==> config.mk <==
export PLATFORM = sky130hd
export DESIGN_NAME = l1_dcache_controller
export DESIGN_NICKNAME = d
export VERILOG_FILES = /design/src/rtl/l1_dcache_pkg.sv /design/src/rtl/l1_dcache_tag_store.sv /design/src/rtl/l1_dcache_controller.sv
export SDC_FILE = /design/constraint.sdc
export NUM_CORES = 2
export LEC_CHECK = 0
export CELL_PAD_IN_SITES_DETAIL_PLACEMENT = 1
export CELL_PAD_IN_SITES_GLOBAL_PLACEMENT = 1
export CORE_UTILIZATION = 45
export DETAILED_ROUTE_END_ITERATION = 10
export DONT_BUFFER_PORTS = 1
export PLACE_DENSITY_LB_ADDON = 0.12
export RECOVER_POWER = 50
export SETUP_SLACK_MARGIN = 0.5
export SYNTH_ARGS = -nofsm -noshare
export SYNTH_HDL_FRONTEND = slang
export SYNTH_SLANG_ARGS = --single-unit
==> constraint.sdc <==
create_clock -name clk -period 6.6 [get_ports clk]
set_input_delay 1.32 -clock clk [delete_from_list [all_inputs] [get_ports clk]]
set_output_delay 1.32 -clock clk [all_outputs]
set_load 0.01 [all_outputs]
==> src/rtl/l1_dcache_pkg.sv <==
// ============================================================================
// Module : l1_dcache_pkg
// Brief  : Shared FSM encoding, default geometry and address field helpers
//          for the L1 data cache controller.
// Rev    : 1.0  initial release
// ============================================================================
`default_nettype none

package l1_dcache_pkg;

  localparam int DEF_OFFSET_WIDTH    = 5;
  localparam int DEF_INDEX_WIDTH     = 7;
  localparam int DEF_TAG_WIDTH       = 32 - DEF_OFFSET_WIDTH - DEF_INDEX_WIDTH;
  localparam int DEF_WORDS_PER_BLOCK = 2 ** (DEF_OFFSET_WIDTH - 2);

  typedef enum logic [1:0] {
    ST_IDLE      = 2'd0,
    ST_COMPARE   = 2'd1,
    ST_WRITEBACK = 2'd2,
    ST_ALLOCATE  = 2'd3
  } state_t;

  // Field extractors return right-justified fields; callers keep the low bits.
  function automatic logic [31:0] addr_tag(input logic [31:0] addr, input int ow, input int iw);
    return addr >> (ow + iw);
  endfunction

  function automatic logic [31:0] addr_index(input logic [31:0] addr, input int ow, input int iw);
    return (addr >> ow) & ((32'd1 << iw) - 32'd1);
  endfunction

  function automatic logic [31:0] addr_word(input logic [31:0] addr, input int ow);
    return (addr >> 2) & ((32'd1 << (ow - 2)) - 32'd1);
  endfunction

endpackage

`default_nettype wire

==> src/rtl/l1_dcache_tag_store.sv <==
// ============================================================================
// Module : l1_dcache_tag_store
// Brief  : Tag, valid and dirty arrays; synchronous write, asynchronous read.
// Rev    : 1.0  initial release
// ============================================================================
`default_nettype none

module l1_dcache_tag_store
  import l1_dcache_pkg::*;
#(
  parameter int INDEX_WIDTH = DEF_INDEX_WIDTH,
  parameter int TAG_WIDTH   = DEF_TAG_WIDTH
) (
  input  logic                   clk,
  input  logic                   reset,
  input  logic [INDEX_WIDTH-1:0] index,
  input  logic                   fill_enable,
  input  logic [TAG_WIDTH-1:0]   fill_tag,
  input  logic                   dirty_set,
  output logic [TAG_WIDTH-1:0]   tag,
  output logic                   valid,
  output logic                   dirty
);

  localparam int LINES = 2 ** INDEX_WIDTH;

  logic [TAG_WIDTH-1:0] r_tags [LINES];
  logic [LINES-1:0]     r_valid;
  logic [LINES-1:0]     r_dirty;

  // Tags need no reset: a line is only trusted once its valid bit is set.
  always_ff @(posedge clk) begin
    if (fill_enable) begin
      r_tags[index] <= fill_tag;
    end
  end

  always_ff @(posedge clk) begin
    if (reset) begin
      r_valid <= '0;
      r_dirty <= '0;
    end else if (fill_enable) begin
      r_valid[index] <= 1'b1;
      r_dirty[index] <= 1'b0;
    end else if (dirty_set) begin
      r_dirty[index] <= 1'b1;
    end
  end

  assign tag   = r_tags[index];
  assign valid = r_valid[index];
  assign dirty = r_dirty[index];

endmodule

`default_nettype wire

==> src/rtl/l1_dcache_controller.sv <==
// ============================================================================
// Module : l1_dcache_controller
// Brief  : Direct-mapped write-back / write-allocate L1 D-cache sequencer.
//          Optional hit/miss counters under `DCACHE_PERF_COUNTERS_EN.
// Rev    : 1.0  initial release
// ============================================================================
`default_nettype none

module l1_dcache_controller
  import l1_dcache_pkg::*;
#(
  parameter int OFFSET_WIDTH = DEF_OFFSET_WIDTH,
  parameter int INDEX_WIDTH  = DEF_INDEX_WIDTH
) (
  input  logic                    clk,
  input  logic                    reset,
  input  logic                    cpu_read_enable,
  input  logic                    cpu_write_enable,
  input  logic [31:0]             cpu_address,
  input  logic [31:0]             cpu_write_data,
  output logic [31:0]             cpu_read_data,
  output logic                    cpu_ready,
  output logic                    cache_miss,
  output logic [INDEX_WIDTH-1:0]  data_index,
  output logic [OFFSET_WIDTH-3:0] data_word,
  output logic                    data_write_enable,
  output logic [31:0]             data_write_data,
  input  logic [31:0]             data_read_data,
  output logic                    mem_read_enable,
  output logic                    mem_write_enable,
  output logic [31:0]             mem_address,
  output logic [31:0]             mem_write_data,
  input  logic [31:0]             mem_read_data,
  input  logic                    mmu_mem_ready
`ifdef DCACHE_PERF_COUNTERS_EN
  ,
  output logic [31:0]             hit_count,
  output logic [31:0]             miss_count
`endif
);

  localparam int TAG_WIDTH       = 32 - OFFSET_WIDTH - INDEX_WIDTH;
  localparam int WORDS_PER_BLOCK = 2 ** (OFFSET_WIDTH - 2);
  localparam int WORD_WIDTH      = OFFSET_WIDTH - 2;
  localparam logic [WORD_WIDTH-1:0] LAST_WORD = WORD_WIDTH'(WORDS_PER_BLOCK - 1);

  state_t                r_state;
  logic [31:0]           r_addr;
  logic [31:0]           r_wdata;
  logic                  r_is_write;
  logic                  r_replay;
  logic                  r_gap;
  logic [WORD_WIDTH-1:0] r_cnt;
  logic                  r_cpu_ready;
  logic                  r_cache_miss;
  logic [31:0]           r_cpu_read_data;

  logic [31:0]            w_tag_full;
  logic [31:0]            w_idx_full;
  logic [31:0]            w_word_full;
  logic [TAG_WIDTH-1:0]   w_req_tag;
  logic [INDEX_WIDTH-1:0] w_req_index;
  logic [WORD_WIDTH-1:0]  w_req_word;
  logic [TAG_WIDTH-1:0]   w_line_tag;
  logic                   w_line_valid;
  logic                   w_line_dirty;
  logic                   w_hit;
  logic                   w_xfer;
  logic                   w_last;
  logic                   w_fill;
  logic                   w_dirty_set;
  logic                   w_unused;

  assign w_tag_full  = addr_tag(r_addr, OFFSET_WIDTH, INDEX_WIDTH);
  assign w_idx_full  = addr_index(r_addr, OFFSET_WIDTH, INDEX_WIDTH);
  assign w_word_full = addr_word(r_addr, OFFSET_WIDTH);
  assign w_req_tag   = w_tag_full[TAG_WIDTH-1:0];
  assign w_req_index = w_idx_full[INDEX_WIDTH-1:0];
  assign w_req_word  = w_word_full[WORD_WIDTH-1:0];
  assign w_unused    = ^{w_tag_full[31:TAG_WIDTH], w_idx_full[31:INDEX_WIDTH],
                         w_word_full[31:WORD_WIDTH]};

  l1_dcache_tag_store #(
    .INDEX_WIDTH (INDEX_WIDTH),
    .TAG_WIDTH   (TAG_WIDTH)
  ) u_tag_store (
    .clk         (clk),
    .reset       (reset),
    .index       (w_req_index),
    .fill_enable (w_fill),
    .fill_tag    (w_req_tag),
    .dirty_set   (w_dirty_set),
    .tag         (w_line_tag),
    .valid       (w_line_valid),
    .dirty       (w_line_dirty)
  );

  // r_gap drops the memory request for one cycle after each completed word.
  assign w_hit       = w_line_valid && (w_line_tag == w_req_tag);
  assign w_xfer      = ((r_state == ST_WRITEBACK) || (r_state == ST_ALLOCATE)) &&
                       !r_gap && mmu_mem_ready;
  assign w_last      = (r_cnt == LAST_WORD);
  assign w_fill      = (r_state == ST_ALLOCATE) && w_xfer && w_last;
  assign w_dirty_set = (r_state == ST_COMPARE) && w_hit && r_is_write;

  always_comb begin
    data_index        = w_req_index;
    data_word         = w_req_word;
    data_write_enable = 1'b0;
    data_write_data   = 32'h0;
    mem_read_enable   = 1'b0;
    mem_write_enable  = 1'b0;
    mem_address       = 32'h0;
    mem_write_data    = 32'h0;
    case (r_state)
      ST_COMPARE: begin
        data_write_enable = w_dirty_set;
        data_write_data   = r_wdata;
      end
      ST_WRITEBACK: begin
        data_word        = r_cnt;
        mem_write_enable = !r_gap;
        mem_address      = {w_line_tag, w_req_index, r_cnt, 2'b00};
        mem_write_data   = data_read_data;
      end
      ST_ALLOCATE: begin
        data_word         = r_cnt;
        data_write_enable = w_xfer;
        data_write_data   = mem_read_data;
        mem_read_enable   = !r_gap;
        mem_address       = {w_req_tag, w_req_index, r_cnt, 2'b00};
      end
      default: ;
    endcase
  end

  always_ff @(posedge clk) begin
    if (reset) begin
      r_state         <= ST_IDLE;
      r_addr          <= 32'h0;
      r_wdata         <= 32'h0;
      r_is_write      <= 1'b0;
      r_replay        <= 1'b0;
      r_gap           <= 1'b0;
      r_cnt           <= '0;
      r_cpu_ready     <= 1'b0;
      r_cache_miss    <= 1'b0;
      r_cpu_read_data <= 32'h0;
    end else begin
      r_cpu_ready <= 1'b0;
      case (r_state)
        ST_IDLE: begin
          if (cpu_read_enable || cpu_write_enable) begin
            r_addr     <= cpu_address;
            r_wdata    <= cpu_write_data;
            r_is_write <= cpu_write_enable;
            r_replay   <= 1'b0;
            r_state    <= ST_COMPARE;
          end
        end
        ST_COMPARE: begin
          if (w_hit) begin
            if (!r_is_write) begin
              r_cpu_read_data <= data_read_data;
            end
            r_cpu_ready  <= 1'b1;
            r_cache_miss <= 1'b0;
            r_state      <= ST_IDLE;
          end else begin
            r_cache_miss <= 1'b1;
            r_cnt        <= '0;
            r_gap        <= 1'b0;
            r_state      <= (w_line_valid && w_line_dirty) ? ST_WRITEBACK : ST_ALLOCATE;
          end
        end
        ST_WRITEBACK, ST_ALLOCATE: begin
          if (r_gap) begin
            r_gap <= 1'b0;
          end else if (mmu_mem_ready) begin
            r_gap <= 1'b1;
            if (w_last) begin
              r_cnt <= '0;
              if (r_state == ST_WRITEBACK) begin
                r_state <= ST_ALLOCATE;
              end else begin
                r_state  <= ST_COMPARE;
                r_replay <= 1'b1;
              end
            end else begin
              r_cnt <= r_cnt + 1'b1;
            end
          end
        end
        default: r_state <= ST_IDLE;
      endcase
    end
  end

  assign cpu_ready     = r_cpu_ready;
  assign cache_miss    = r_cache_miss;
  assign cpu_read_data = r_cpu_read_data;

`ifdef DCACHE_PERF_COUNTERS_EN
  logic [31:0] r_hit_count;
  logic [31:0] r_miss_count;

  // Only the first look-up of a request counts; the post-fill replay does not.
  always_ff @(posedge clk) begin
    if (reset) begin
      r_hit_count  <= 32'h0;
      r_miss_count <= 32'h0;
    end else if ((r_state == ST_COMPARE) && !r_replay) begin
      if (w_hit) begin
        r_hit_count <= r_hit_count + 32'd1;
      end else begin
        r_miss_count <= r_miss_count + 32'd1;
      end
    end
  end

  assign hit_count  = r_hit_count;
  assign miss_count = r_miss_count;
`endif

endmodule

`default_nettype wire

==> impl_metrics.toml <==
[critical_path]
end_kind = "output pin"
path_class = "flip-flop to output pin"
r2r-start = "r_addr[29]"
crit_arrival_ns = 5.20
critPathMaxFanout = 14
required_ns = 5.28
startpoint_type = "flip-flop"

[detailed_routing]
wirelength_um = 408000
firstDrtPassIters = 6
dr.first_iter.drc_count = 9319
routedWlPerCell_um = 37.8
wl_met2_um = 186000
routed-wl-met3_um = 37500
drc = 0
via_per_inst = 6.43
antenna_left = 0
wl_met1_um = 170000
vias = 69400
top_layer_used = "met5"

[yosys]
synth_edf_count = 2560
ys_async_sr_fraction_pct = 0
synth.distinct_cells = 76
synth_area_leaders = "edfxtp_1 (66%), mux4_2 (7.2%), dfxtp_1 (6.3%), mux2i_1 (6.0%), a22oi_1 (2.2%)"
netlist_instances = 6784
yosysWarnings = 0
yosysSeqAreaShare_pct = 72.7
synth_area_mm2 = 0.116
synth_flop_cell = "edfxtp_1"
yosysMostFrequentCell = "edfxtp_1"
synth_seq_cells = 2926
synth_top_area_share_pct = 66.4
yosysTopAreaCell = "edfxtp_1"
syn_avg_cell_area_um2 = 17.1
yosys-top-cells-count = "edfxtp_1 (2560), mux2i_1 (699), nor2_1 (533), mux4_2 (371), dfxtp_1 (366)"

[grt]
gr-total-overflow = 0
grt_antenna_before_repair = 24
grt_max_degree = 326
grt_pass1_wl_um = 553000
track_usage_pct = 31.0
grt_pass1_vias = 69000

[timing]
finalClockSkew_ns = 0.0533
setup_viol = 0
period_share_pct = 98.8
worst_slew_pin_slew_ns = 4.70
final-max-slew-violation-count = 2061
min_period_ns = 6.52
fin_setup_tns_ns = 0
rsz0062_at_grt = "yes"
holdWs_ns = 0.421
fmaxAchievable_mhz = 153
hold_violations = 0
slew_headroom_pct = -213

[power]
intPower_mw = 33.7
p_clk_share_pct = 36.3
combPwrFrac_pct = 18.0
vdd_drop_max_mv = 0.536
seq_power_share_pct = 45.7
p_sw_share_pct = 28.4
p_per_area_mw_per_mm2 = 352
finalPower_mw = 47.0
p_sw_mw = 13.3
leakage_nw = 42.6

[flow_run]
cap_violations = 43

[clock_tree]
cts_sinks = 2926
cts_hold_buf = 0
clockRootBuffer = "clkbuf_16"
clockBufferDepth = 4
cts_made_buffers = 326
clk-insertion-delay-late_ns = 0.96
tritoncts = "yes"
ctsHtreeMaxLevel = 5
path_clk_slew_ns = 0.06

[placed_design]
io_buffers = 0
dp_hpwl_um = 238000
dpl.cell_count = 10100
gp_congestion = 0.892

[hold_path]
hp-start = "reset"
min_path_type = "primary input to flip-flop"

[floorplanning]
num_io_pins = 276
start_util_pct = 45.4
core_mm2 = 0.255
rows = 185
dieArea_mm2 = 0.259
die_x_um = 509
die_h_um = 509

[final_layout]
stdcell_count = 10800
fin_nets = 7316
fillers = 23400
multiInputGateArea_mm2 = 0.0302
seqCellArea_mm2 = 0.0843
drive_gt1_share_pct = 22.5
fin_util_pct = 52.4
synthToLayoutAreaGrowth_pct = 15.3

[outcome]
outcome = "complete, but fails checks"
failed_checks = "capacitance limit, slew limit"
## worst paths after layout
kind	to	slack [ns]	depth (start not counted)
setup / recovery	data_write_enable	0.08	15
hold / removal	r_wdata[28]	0.42	1
setup reg to reg	u_tag_store.r_tags[107][17]	0.46	2
hold reg to reg	r_wdata[11]	0.45	2
## stage by stage
step                      setup WS, ns  area [um2]
after CTS                       0.0766      133000
after global placement           0.360      122000
after detailed placement         0.349      122000
after global routing            0.0325      134000
after floorplan                   1.20      116000
final                           0.0802      134000
## what timing repair did
item	4_1_cts	5_1_grt
endpoints found under the setup margin	19	4
pin swaps	16	14
gates cloned	17	4
gates resized for setup	120	44
buffers inserted	60	18
endpoints found under the hold margin	0	0
## final cells by class
| class | instances | area share [%] |
|---|---|---|
| Sequential cell | 2926 | 63.1 |
| Multi-Input combinational cell | 3406 | 22.6 |
| Clock buffer | 424 | 6.58 |
| Timing Repair Buffer | 501 | 3.77 |
| Tap cell | 3366 | 3.15 |
| Clock inverter | 138 | 0.697 |
| Inverter | 20 | 0.0656 |
| Antenna cell | 12 | 0.0225 |
## sequential cells by signal (all words and copies together), names as in the netlist, named ones only
name	flops
r_state	1
r_gap	1
r_addr	30
u_tag_store.r_tags	2560
r_is_write	1
cpu_ready	1
cpu_read_data	32
cache_miss	1
u_tag_store.r_valid	128
r_wdata	32
r_cnt	3
## kinds of logic after synthesis
group / count (synthesis) / share of synthesized area (%)
AND/OR/NAND/NOR: 1331 / 5.47
flip-flops: 2926 / 72.7
buffers and inverters: 455 / 2.14
other: 1 / 0.00324
AO/OA/AOI/OAI: 925 / 5.77
multiplexers: 1113 / 13.7
XOR/XNOR: 31 / 0.234
adder cells (fa/ha/maj): 2 / 0.0216
## worst max-delay path: stages (launching register included)
cell and delay (ns):
dfxtp_4 0.35, buf_12 0.16, buf_16 0.20, buf_6 0.20
mux4_2 0.57, a22oi_1 0.48, nand3_1 0.31, nand2_1 0.27
a31oi_1 0.08, buf_4 0.22, a21oi_1 0.17, o2111ai_1 0.13
or3_1 0.34, buf_4 0.20, nor3_4 0.22, a41o_1 0.26
## power by group through the flow
stage | registers, mW | clock network [mW] | logic, mW
after detailed placement | 21.8 | 0 | 7.58
after global routing | 21.5 | 17.9 | 8.69
after global placement | 21.8 | 0 | 7.48
after floorplan | 21.8 | 0 | 4.15
final | 21.5 | 17.1 | 8.45
after CTS | 21.4 | 17.2 | 8.22
## layout by cell type (no fill, tap or decap), types with 18 or more instances in the layout
cell | netlist | final
edfxtp_1 | 2560 | 2560
mux2i_1 | 699 | 692
nor2_1 | 533 | 409
mux4_2 | 371 | 371
buf_4 | 50 | 359
dfxtp_1 | 366 | 347
clkbuf_16 | 0 | 338
a22oi_1 | 343 | 335
nand2_1 | 320 | 314
a21oi_1 | 186 | 179
nor3b_1 | 132 | 131
a31o_2 | 128 | 128
clkbuf_1 | 200 | 117
nand3_1 | 106 | 101
nor2_2 | 1 | 83
clkinv_1 | 3 | 80
and2_1 | 55 | 48
nor2_4 | 0 | 42
o21ai_0 | 44 | 42
mux2_2 | 43 | 42
a221oi_1 | 43 | 42
clkinv_2 | 0 | 39
buf_12 | 0 | 36
nor3_1 | 36 | 28
nand4_1 | 26 | 26
buf_16 | 0 | 24
o22ai_1 | 24 | 22
a22o_1 | 20 | 20
buf_6 | 51 | 19
nand2b_1 | 18 | 18
xor2_1 | 18 | 18
## routing by layer
layer / up-vias / track usage, %
met5: - / 0
met4: 10 / 10.6
met3: 609 / 5.97
met2: 3690 / 47.5
met1: 37200 / 44.4
li1: 27800 / -
No activity file was read; power rests on OpenSTA's default activity.
